`src/rtl/uart_pkg.sv`:
```
// Shared types and constants for the byte-level UART.
// Latency: n/a (types, constants and an elaboration-time helper only).
// Backpressure: n/a.
package uart_pkg;

  // One state set serves both the TX and RX frame FSMs.
  typedef enum logic [1:0] {
    ST_IDLE  = 2'd0,
    ST_START = 2'd1,
    ST_DATA  = 2'd2,
    ST_STOP  = 2'd3
  } uart_state_e;

  localparam int OVERSAMPLE = 16;
  localparam int MID_SAMPLE = 8;
  localparam int DATA_BITS  = 8;

  // Clock cycles per oversample tick, rounded down.
  function automatic int calc_div(input int clk_freq, input int baud);
    return clk_freq / (baud * OVERSAMPLE);
  endfunction

endpackage

```
`src/rtl/uart_baud_gen.sv`:
```
// Oversample tick divider: one-cycle tick every DIV clocks.
// Latency: first tick DIV cycles after reset or clr.
// Backpressure: none; free-running unless clr restarts the count.
module uart_baud_gen #(
  parameter int DIV = 4
) (
  input  logic clk,
  input  logic reset,
  input  logic clr,
  output logic tick
);

  localparam int CW = (DIV > 1) ? $clog2(DIV) : 1;

  logic [CW-1:0] cnt_q, cnt_d;

  // Count 0..DIV-1, tick on the wrap; clr restarts the phase at zero.
  always_comb begin
    tick  = 1'b0;
    cnt_d = cnt_q + CW'(1);
    if (cnt_q == CW'(DIV - 1)) begin
      cnt_d = '0;
      tick  = 1'b1;
    end
    if (clr) begin
      cnt_d = '0;
      tick  = 1'b0;
    end
  end

  // Divider state register.
  always_ff @(posedge clk) begin
    if (reset) cnt_q <= '0;
    else       cnt_q <= cnt_d;
  end

endmodule

```
`src/rtl/uart_peripheral.sv`:
```
// 8N1 UART byte transmitter/receiver for the core's memory-mapped I/O.
// Latency: TX busy 10 bit times from accept; RX byte visible the edge after mid-stop sample.
// Backpressure: tx_en ignored while tx_status=0; unread RX byte is overwritten (rx_overrun).
module uart_peripheral #(
  parameter int CLK_FREQ   = 50000000,
  parameter int BAUD       = 9600,
  parameter int OVERSAMPLE = 16
) (
  input  logic       clk,
  input  logic       reset,
  input  logic [7:0] tx_data,
  input  logic       tx_en,
  output logic       tx_status,
  output logic [7:0] rx_data,
  output logic       rx_eff,
  input  logic       rx_read,
  output logic       rx_ferr,
  output logic       rx_overrun,
  output logic       uart_tx,
  input  logic       uart_rx
);
  import uart_pkg::*;

  localparam int         DIV       = calc_div(CLK_FREQ, BAUD);
  localparam logic [3:0] LAST_TICK = 4'(OVERSAMPLE - 1);
  localparam logic [3:0] MID_TICK  = 4'(MID_SAMPLE - 1);
  localparam logic [2:0] LAST_BIT  = 3'(DATA_BITS - 1);

  logic rx_tick, tx_tick, tx_accept;

  // RX samples on a free-running phase; TX restarts its phase on accept so
  // the start bit is always a full bit time long.
  uart_baud_gen #(.DIV(DIV)) u_rx_baud (
    .clk(clk), .reset(reset), .clr(1'b0), .tick(rx_tick)
  );
  uart_baud_gen #(.DIV(DIV)) u_tx_baud (
    .clk(clk), .reset(reset), .clr(tx_accept), .tick(tx_tick)
  );

  // ---------------- TX ----------------
  uart_state_e tx_state_q, tx_state_d;
  logic [7:0]  tx_shift_q, tx_shift_d;
  logic [2:0]  tx_bit_q, tx_bit_d;
  logic [3:0]  tx_cnt_q, tx_cnt_d;

  // TX next state: accept in IDLE, then 16 ticks per start/data/stop bit.
  always_comb begin
    tx_state_d = tx_state_q;
    tx_shift_d = tx_shift_q;
    tx_bit_d   = tx_bit_q;
    tx_cnt_d   = tx_cnt_q;
    tx_accept  = 1'b0;
    case (tx_state_q)
      ST_IDLE: begin
        if (tx_en) begin
          tx_accept  = 1'b1;
          tx_shift_d = tx_data;
          tx_bit_d   = '0;
          tx_cnt_d   = '0;
          tx_state_d = ST_START;
        end
      end
      ST_START: begin
        if (tx_tick) begin
          tx_cnt_d = tx_cnt_q + 4'd1;
          if (tx_cnt_q == LAST_TICK) tx_state_d = ST_DATA;
        end
      end
      ST_DATA: begin
        if (tx_tick) begin
          tx_cnt_d = tx_cnt_q + 4'd1;
          if (tx_cnt_q == LAST_TICK) begin
            tx_shift_d = {1'b0, tx_shift_q[7:1]};
            tx_bit_d   = tx_bit_q + 3'd1;
            if (tx_bit_q == LAST_BIT) tx_state_d = ST_STOP;
          end
        end
      end
      ST_STOP: begin
        if (tx_tick) begin
          tx_cnt_d = tx_cnt_q + 4'd1;
          if (tx_cnt_q == LAST_TICK) tx_state_d = ST_IDLE;
        end
      end
      default: tx_state_d = ST_IDLE;
    endcase
  end

  // Serial line level decoded from the TX state; idle and stop are high.
  always_comb begin
    uart_tx = 1'b1;
    case (tx_state_q)
      ST_START: uart_tx = 1'b0;
      ST_DATA:  uart_tx = tx_shift_q[0];
      default:  uart_tx = 1'b1;
    endcase
  end

  assign tx_status = (tx_state_q == ST_IDLE);

  // TX state registers.
  always_ff @(posedge clk) begin
    if (reset) begin
      tx_state_q <= ST_IDLE;
      tx_shift_q <= '0;
      tx_bit_q   <= '0;
      tx_cnt_q   <= '0;
    end else begin
      tx_state_q <= tx_state_d;
      tx_shift_q <= tx_shift_d;
      tx_bit_q   <= tx_bit_d;
      tx_cnt_q   <= tx_cnt_d;
    end
  end

  // ---------------- RX ----------------
  logic        rx_meta_q, rx_sync_q;
  uart_state_e rx_state_q, rx_state_d;
  logic [7:0]  rx_shift_q, rx_shift_d;
  logic [2:0]  rx_bit_q, rx_bit_d;
  logic [3:0]  rx_cnt_q, rx_cnt_d;
  logic [7:0]  rx_data_q, rx_data_d;
  logic        rx_eff_q, rx_eff_d;
  logic        rx_ferr_q, rx_ferr_d;
  logic        rx_ovr_q, rx_ovr_d;

  // RX next state: start detect, mid-start glitch filter, 16-tick bit sampling.
  always_comb begin
    rx_state_d = rx_state_q;
    rx_shift_d = rx_shift_q;
    rx_bit_d   = rx_bit_q;
    rx_cnt_d   = rx_cnt_q;
    rx_data_d  = rx_data_q;
    rx_eff_d   = rx_eff_q & ~rx_read;
    rx_ferr_d  = 1'b0;
    rx_ovr_d   = 1'b0;
    if (rx_tick) begin
      case (rx_state_q)
        ST_IDLE: begin
          if (!rx_sync_q) begin
            rx_state_d = ST_START;
            rx_cnt_d   = '0;
          end
        end
        ST_START: begin
          rx_cnt_d = rx_cnt_q + 4'd1;
          if (rx_cnt_q == MID_TICK) begin
            rx_cnt_d   = '0;
            rx_bit_d   = '0;
            rx_state_d = rx_sync_q ? ST_IDLE : ST_DATA;
          end
        end
        ST_DATA: begin
          rx_cnt_d = rx_cnt_q + 4'd1;
          if (rx_cnt_q == LAST_TICK) begin
            rx_shift_d = {rx_sync_q, rx_shift_q[7:1]};
            rx_bit_d   = rx_bit_q + 3'd1;
            if (rx_bit_q == LAST_BIT) rx_state_d = ST_STOP;
          end
        end
        ST_STOP: begin
          rx_cnt_d = rx_cnt_q + 4'd1;
          if (rx_cnt_q == LAST_TICK) begin
            rx_state_d = ST_IDLE;
            if (rx_sync_q) begin
              rx_data_d = rx_shift_q;
              rx_eff_d  = 1'b1;
              rx_ovr_d  = rx_eff_q & ~rx_read;
            end else begin
              rx_ferr_d = 1'b1;
            end
          end
        end
        default: rx_state_d = ST_IDLE;
      endcase
    end
  end

  // RX synchronizer, FSM and output registers.
  always_ff @(posedge clk) begin
    if (reset) begin
      rx_meta_q  <= 1'b1;
      rx_sync_q  <= 1'b1;
      rx_state_q <= ST_IDLE;
      rx_shift_q <= '0;
      rx_bit_q   <= '0;
      rx_cnt_q   <= '0;
      rx_data_q  <= '0;
      rx_eff_q   <= 1'b0;
      rx_ferr_q  <= 1'b0;
      rx_ovr_q   <= 1'b0;
    end else begin
      rx_meta_q  <= uart_rx;
      rx_sync_q  <= rx_meta_q;
      rx_state_q <= rx_state_d;
      rx_shift_q <= rx_shift_d;
      rx_bit_q   <= rx_bit_d;
      rx_cnt_q   <= rx_cnt_d;
      rx_data_q  <= rx_data_d;
      rx_eff_q   <= rx_eff_d;
      rx_ferr_q  <= rx_ferr_d;
      rx_ovr_q   <= rx_ovr_d;
    end
  end

  assign rx_data    = rx_data_q;
  assign rx_eff     = rx_eff_q;
  assign rx_ferr    = rx_ferr_q;
  assign rx_overrun = rx_ovr_q;

endmodule

```
`config.mk`:
```
export PLATFORM = sky130hd
export DESIGN_NAME = uart_peripheral
export DESIGN_NICKNAME = d
export VERILOG_FILES = /design/src/rtl/uart_pkg.sv /design/src/rtl/uart_baud_gen.sv /design/src/rtl/uart_peripheral.sv
export SDC_FILE = /design/constraint.sdc
export NUM_CORES = 1
export LEC_CHECK = 0
export ABC_CLOCK_PERIOD_IN_PS = 2500
export BUFFER_PORTS_ARGS = -buffer_cell sky130_fd_sc_hd__buf_4
export CORE_MARGIN = 8
export CORE_UTILIZATION = 30
export CTS_CLUSTER_DIAMETER = 80
export CTS_CLUSTER_SIZE = 8
export DETAILED_ROUTE_END_ITERATION = 6
export PLACE_DENSITY = 0.53
export SLEW_MARGIN = 20
export SYNTH_ARGS = -nofsm -noshare
export SYNTH_HDL_FRONTEND = slang
export SYNTH_SLANG_ARGS = --single-unit
```
`constraint.sdc`:
```
create_clock -name clk -period 2.5 [get_ports clk]
set_clock_uncertainty 0.05 [all_clocks]
set_input_delay 0.25 -clock clk [delete_from_list [all_inputs] [get_ports clk]]
set_output_delay 0.25 -clock clk [all_outputs]
set_load 0.02 [all_outputs]
```
==> metrics.csv, run 1 <==
metric;value;unit
drt drc;0;
number of global-route vias before repair;2236;
clk sinks;65;
Hold Crit Start;uart_rx;
root buffer cell;clkbuf_8;
Placement Rows;37;
critical path required time;2.73;ns
detailed-router iteration count before antenna repair;4;
final cycle utilization of the critical path;0.851;
layout-stage area growth over the synthesis result;17.1;%
count of buffers from port buffering;25;
endpoint of the most critical register-to-register path;tx_bit_q[0];
horizontal extent of the die;117;um
crit start category;register;
worst-case reg-to-reg path depth;6;
largest cells by area after synthesis;dfxtp_1 42%, mux2i_1 7.5%, ha_1 6.1%;
clock period minus worst slack;2.13;ns
transition time of the tightest slew-check pin;0.622;ns
library cells used by synthesis;50;
static leakage;1.31;nW
routability congestion estimate;0.772;
GRT Total Usage;0.0969;
Worst Path Max Fanout;13;
worst-case hold path end point;rx_meta_q;
number of nets in the layout;385;
YS warnings;0;
post_cts resized;0;
worst min path class;primary input to register;
diode insertion count for antenna repair;0;
layout cell share with drive strength beyond 1;0.152;
worst skew pair latency;0.34;ns
post-CTS repair timing setup buffer count;0;
register area share after synthesis;0.425;
remaining antenna violation count;0;
ordered cell list for the critical path;inv_1 -> ha_1 -> inv_1 -> nand4_1 -> or3_1 -> a21oi_1;
antenna violations before repair;0;
Largest stage delay, worst path;0.49;ns
power density over the cells;683;nW/um^2
count of maximum capacitance violations;0;
DRT Wirelength;6180;um
CP max stage cell;or3_1;
wire length of the first global-routing pass;10600;um
combined area of all synthesized cells;3060;um^2
area share of the largest cell type after synthesis;0.425;
post-synthesis cell count;333;
total power consumption of the routed design;2.45;mW
die height;117;um
critical path endpoint category;register;
initial standard-cell utilization of the core;0.302;
most numerous cell types in the synthesized netlist;65 x dfxtp_1, 44 x nor2_1, 23 x mux2i_1;
Max VDD drop;0.338;mV
minimum hold slack;0.0442;ns
final routed wire length divided by cell count;12.4;um
drt first-iter violations;182;
mean number of vias per cell;4.87;
unrepaired setup endpoints after global routing;false;
total congestion overflow after global routing;0;
Floorplan Core Area;10100;um^2
Hold-fix buffers, CTS;0;
Die Outline Area;13700;um^2
hold-critical path depth;2;
status;finished, final reports clean;
H-Tree Depth;3;
final number of setup-violating endpoints;0;
Vias;2425;
count leader, synth;dfxtp_1;
proportion of register bits with asynchronous set or reset after synthesis;0;
top-level port count;26;
Num CTS Buffers;9;
top_reg_cell synth;dfxtp_1;
most area-hungry cell type in the Yosys netlist;dfxtp_1;
CP Data Arrival Time;2.35;ns
Slew headroom;0.582;
Post-synth EDFFs;0;
number of storage elements in the synthesis netlist;65;
reg2reg setup slack;0.37;ns
maximum count of clock buffers along a single path;2;
Post-Synthesis Mean Instance Area;9.20;um^2
final instance area;3590;um^2
final number of max-transition violations;0;
clock tree from TritonCTS;built;
Setup CP Type;register to register;
syn nets;361;
largest net degree at the start of global routing;47;
cell seen most often among critical-path stages;inv_1;
Final HPWL DP;4260;um
launch point of the worst reg-to-reg path;tx_state_q[0];
Post-Route Utilization;0.354;
placement-stage cell area;3390;um^2
Worst-path clk slew;0.07;ns
setup_tns;0;ns
fmax;0.470;GHz
Hold Vio Cnt, Final;0;
kinds of logic after synthesis:
group,synth area share
xor+xnor,0.0429
flops,0.425
buf+inv,0.0412
mux,0.0751
simple gates,0.255
fa+ha+maj,0.0612
compound gates,0.100
sequential cells by signal (all words and copies together) (netlist names), 2 cells and up, named ones only:
| signal | cells |
|---|---|
| u_rx_baud.cnt_q | 9 |
| u_tx_baud.cnt_q | 9 |
| rx_data | 8 |
| rx_shift_q | 8 |
| tx_shift_q | 8 |
| rx_cnt_q | 4 |
| tx_cnt_q | 4 |
| rx_bit_q | 3 |
| tx_bit_q | 3 |
| tx_state_q | 2 |
through the flow:
stage               instances  setup slack [ns]
finish                    498             0.372
global route              498             0.112
CTS                       498             0.361
detailed placement        482             0.366
global placement          482             0.458
floorplan                 333             0.723
power breakdown:
group          switching, mW  internal (mW)  total, mW
Clock                  0.417          0.458      0.874
Sequential            0.0469           1.11       1.15
Combinational          0.255          0.168      0.422
Total                  0.718           1.73       2.45
worst max-delay path by stage:
stage,from,end,cells past startpoint,slack [ns]
3_5_place_dp,tx_state_q[0],tx_bit_q[0],6,0.37
2_1_floorplan,tx_state_q[0],tx_shift_q[1],7,0.72
4_1_cts,tx_state_q[0],tx_bit_q[0],6,0.36
5_1_grt,tx_state_q[0],tx_shift_q[6],6,0.11
6_report,tx_state_q[0],tx_bit_q[0],6,0.37
3_3_place_gp,tx_state_q[0],tx_bit_q[0],6,0.46
routing by layer:
layer | global-route usage | vias to the layer above | part of all wire
met5 | 0 | - | 0
met4 | 0.0307 | 0 | 0.0040
met3 | 0.0344 | 4 | 0.041
met2 | 0.153 | 34 | 0.46
met1 | 0.121 | 1150 | 0.49
li1 | - | 1237 | -
worst max-delay path: cells and delay by family, from the launching register on:
family | cells | cell delay, ns
compound gates | 1 | 0.14
fa+ha+maj | 1 | 0.32
buf+inv | 2 | 0.24
flops | 1 | 0.38
simple gates | 2 | 0.94
layout by cell type (no fill, tap or decap), types with 2 or more instances in the layout:
| cell type | count |
|---|---|
| xnor2_1 | 6 |
| a21oi_1 | 12 |
| and4_1 | 4 |
| xor2_1 | 9 |
| nor3_1 | 18 |
| clkinv_2 | 2 |
| o21ai_1 | 2 |
| nor3b_1 | 2 |
| nor2_1 | 44 |
| nand3_1 | 17 |
| nor4b_2 | 2 |
| buf_4 | 29 |
| or2_2 | 2 |
| nand4_1 | 7 |
| o21ai_0 | 6 |
| and3_1 | 5 |
| clkbuf_8 | 9 |
| ha_1 | 15 |
| inv_1 | 15 |
| nand2_1 | 9 |
| a211oi_1 | 2 |
| mux2i_1 | 23 |
| a31oi_1 | 3 |
| clkinvlp_4 | 3 |
| nor4_2 | 2 |
| or3_1 | 2 |
| a221oi_1 | 8 |
| nand4bb_1 | 2 |
| nor2b_1 | 10 |
| nand4b_1 | 2 |
| nand3b_1 | 3 |
| dfxtp_1 | 65 |
final cells by class:
| type | instances | area, um^2 |
|---|---|---|
| flip-flops and latches | 65 | 1300 |
| fillers | 1064 | 6550 |
| clock inverters | 7 | 71.3 |
| well taps | 136 | 170 |
| inverters | 16 | 60.1 |
| multi-input cells | 236 | 1640 |
| repair buffers | 29 | 218 |
| clock buffers | 9 | 124 |
No activity file was read; power rests on OpenSTA's default activity.
==> run 2: changes to the inputs <==
CORE_UTILIZATION = 59   (was 30)
CTS_CLUSTER_SIZE = unset   (was 8)
PLACE_DENSITY = 0.86   (was 0.53)
SLEW_MARGIN = 5   (was 20)
==> run 2 against run 1 <==
- global-route usage up 7.0 points
- flip-flop and latch count stayed put
- power increased by 1.2%
- die area down 43%
- hold slack worse by 0.013 ns
- wire length shrank 2.3%
- critical endpoint is now tx_shift_q[3]
- clock-buffer cell count is the same
- largest power group unchanged
- worst setup slack got worse by 0.032 ns
- design area is 2.4% lower
- non-clock buffer count shrank 1
==> metrics.csv, run 2 (same netlist as run 1, synthesis figures left out) <==
metric;value;unit;change
worst skew pair latency;0.35;ns;about the same
Setup CP Type;register to register;;
Placement Rows;26;;-30%
remaining antenna violation count;0;;unchanged
Slew headroom;0.543;;-0.0391
Post-Route Utilization;0.690;;+0.336
setup_tns;0;ns;unchanged
final routed wire length divided by cell count;14.0;um;+13%
final cycle utilization of the critical path;0.864;;+0.0127
fmax;0.463;GHz;-1.5%
initial standard-cell utilization of the core;0.604;;+0.302
post_cts resized;0;;unchanged
H-Tree Depth;3;;unchanged
clk sinks;65;;unchanged
count of maximum capacitance violations;0;;unchanged
horizontal extent of the die;88.1;um;-25%
routability congestion estimate;0.830;;+7.6%
top-level port count;26;;unchanged
GRT Total Usage;0.167;;+0.0700
Die Outline Area;7760;um^2;-43%
Hold Vio Cnt, Final;0;;unchanged
detailed-router iteration count before antenna repair;4;;unchanged
total congestion overflow after global routing;0;;unchanged
DRT Wirelength;6040;um;-2.3%
Max VDD drop;0.577;mV;+71%
Vias;2431;;+0.25%
Num CTS Buffers;9;;unchanged
clock period minus worst slack;2.16;ns;+0.0318 ns
layout-stage area growth over the synthesis result;14.3;%;
Hold-fix buffers, CTS;0;;unchanged
largest net degree at the start of global routing;47;;unchanged
mean number of vias per cell;5.64;;+16%
number of global-route vias before repair;2342;;+4.7%
unrepaired setup endpoints after global routing;false;;
wire length of the first global-routing pass;10200;um;-3.6%
static leakage;1.32;nW;about the same
Worst Path Max Fanout;13;;unchanged
crit start category;register;;
number of nets in the layout;384;;-0.26%
CP Data Arrival Time;2.33;ns;-0.02 ns
power density over the cells;708;nW/um^2;+3.7%
final number of max-transition violations;0;;unchanged
largest registers in the final layout;u_rx_baud.cnt_q x9, u_tx_baud.cnt_q x9;;
maximum count of clock buffers along a single path;2;;unchanged
Final HPWL DP;4090;um;-4.0%
critical path endpoint category;register;;
die height;88.1;um;-25%
most frequent cells in the layout;65 x dfxtp_1, 44 x nor2_1, 28 x buf_4;;
worst min path class;primary input to register;;
commonest non-fill, non-tap cell in the layout;dfxtp_1;;
final number of setup-violating endpoints;0;;unchanged
critical path required time;2.67;ns;-0.06 ns
clock tree from TritonCTS;built;;
diode insertion count for antenna repair;0;;unchanged
drt first-iter violations;91;;-50%
antenna violations before repair;0;;unchanged
count of buffers from port buffering;25;;unchanged
root buffer cell;clkbuf_8;;
Worst-path clk slew;0.08;ns;about the same
status;finished, final reports clean;;
transition time of the tightest slew-check pin;0.681;ns;+0.0582 ns
Floorplan Core Area;5070;um^2;-50%
layout cell share with drive strength beyond 1;0.150;;-0.00235
post-CTS repair timing setup buffer count;0;;unchanged
drt drc;0;;unchanged
-- run 2: cell types whose count changed in the layout (fill, tap and decap cells not counted), sizes merged --
| cell | previous run | this run |
|---|---|---|
| clkinvlp | 3 | 2 |
| inv | 15 | 18 |
| buf | 29 | 28 |
| clkinv | 4 | 2 |
-- run 2: layout make-up --
cell class | count | area (um^2)
inverter | 16 | 60.1
fill | 424 | 1570
clock buffer | 9 | 124
timing repair buffer | 28 | 210
tap | 70 | 87.6
clock inverter | 7 | 76.3
sequential | 65 | 1300
multi-input combinational | 236 | 1640
-- run 2: critical path, cell delays in order (launching register included) --
cell and delay (ns):
dfxtp_1 0.38, inv_1 0.10, ha_1 0.31, inv_1 0.14, nand4_1 0.43, a221oi_1 0.52
nor3_1 0.09
-- run 2: where the power goes --
| part | internal (mW) | total [mW] | switching [mW] | leakage (nW) |
|---|---|---|---|---|
| registers | 1.11 | 1.16 | 0.0503 | 0.527 |
| clock network | 0.468 | 0.900 | 0.432 | 0.0966 |
| logic | 0.168 | 0.423 | 0.254 | 0.692 |
| total | 1.74 | 2.48 | 0.737 | 1.32 |
-- run 2: path summary, 6_finish.rpt --
path / from / to / slack (ns) / depth (start not counted)
max reg2reg: tx_state_q[0] / tx_shift_q[3] / 0.34 / 6
max: tx_state_q[0] / tx_shift_q[3] / 0.34 / 6
min: uart_rx / rx_meta_q / 0.03 / 2
min reg2reg: rx_meta_q / rx_sync_q / 0.36 / 1
-- run 2: per-layer routing --
metal	track usage	vias to the layer above	share of wire
li1	-	1237	-
met2	0.277	53	0.48
met4	0.0829	0	0.015
met1	0.186	1132	0.45
met3	0.0582	9	0.051
met5	0	-	0
-- run 2: through the flow --
| step | hold slack [ns] | instances | setup slack (ns) | cell area (um^2) | total power [mW] |
|---|---|---|---|---|---|
| floorplan | 0.304 | 333 | 0.723 | 3060 | 1.48 |
| global placement | 0.341 | 415 | 0.515 | 3300 | 1.57 |
| detailed placement | 0.344 | 415 | 0.370 | 3300 | 1.60 |
| CTS | 0.0104 | 431 | 0.362 | 3500 | 2.50 |
| global route | 0.0187 | 431 | 0.0863 | 3500 | 2.61 |
| finish | 0.0309 | 431 | 0.340 | 3500 | 2.48 |
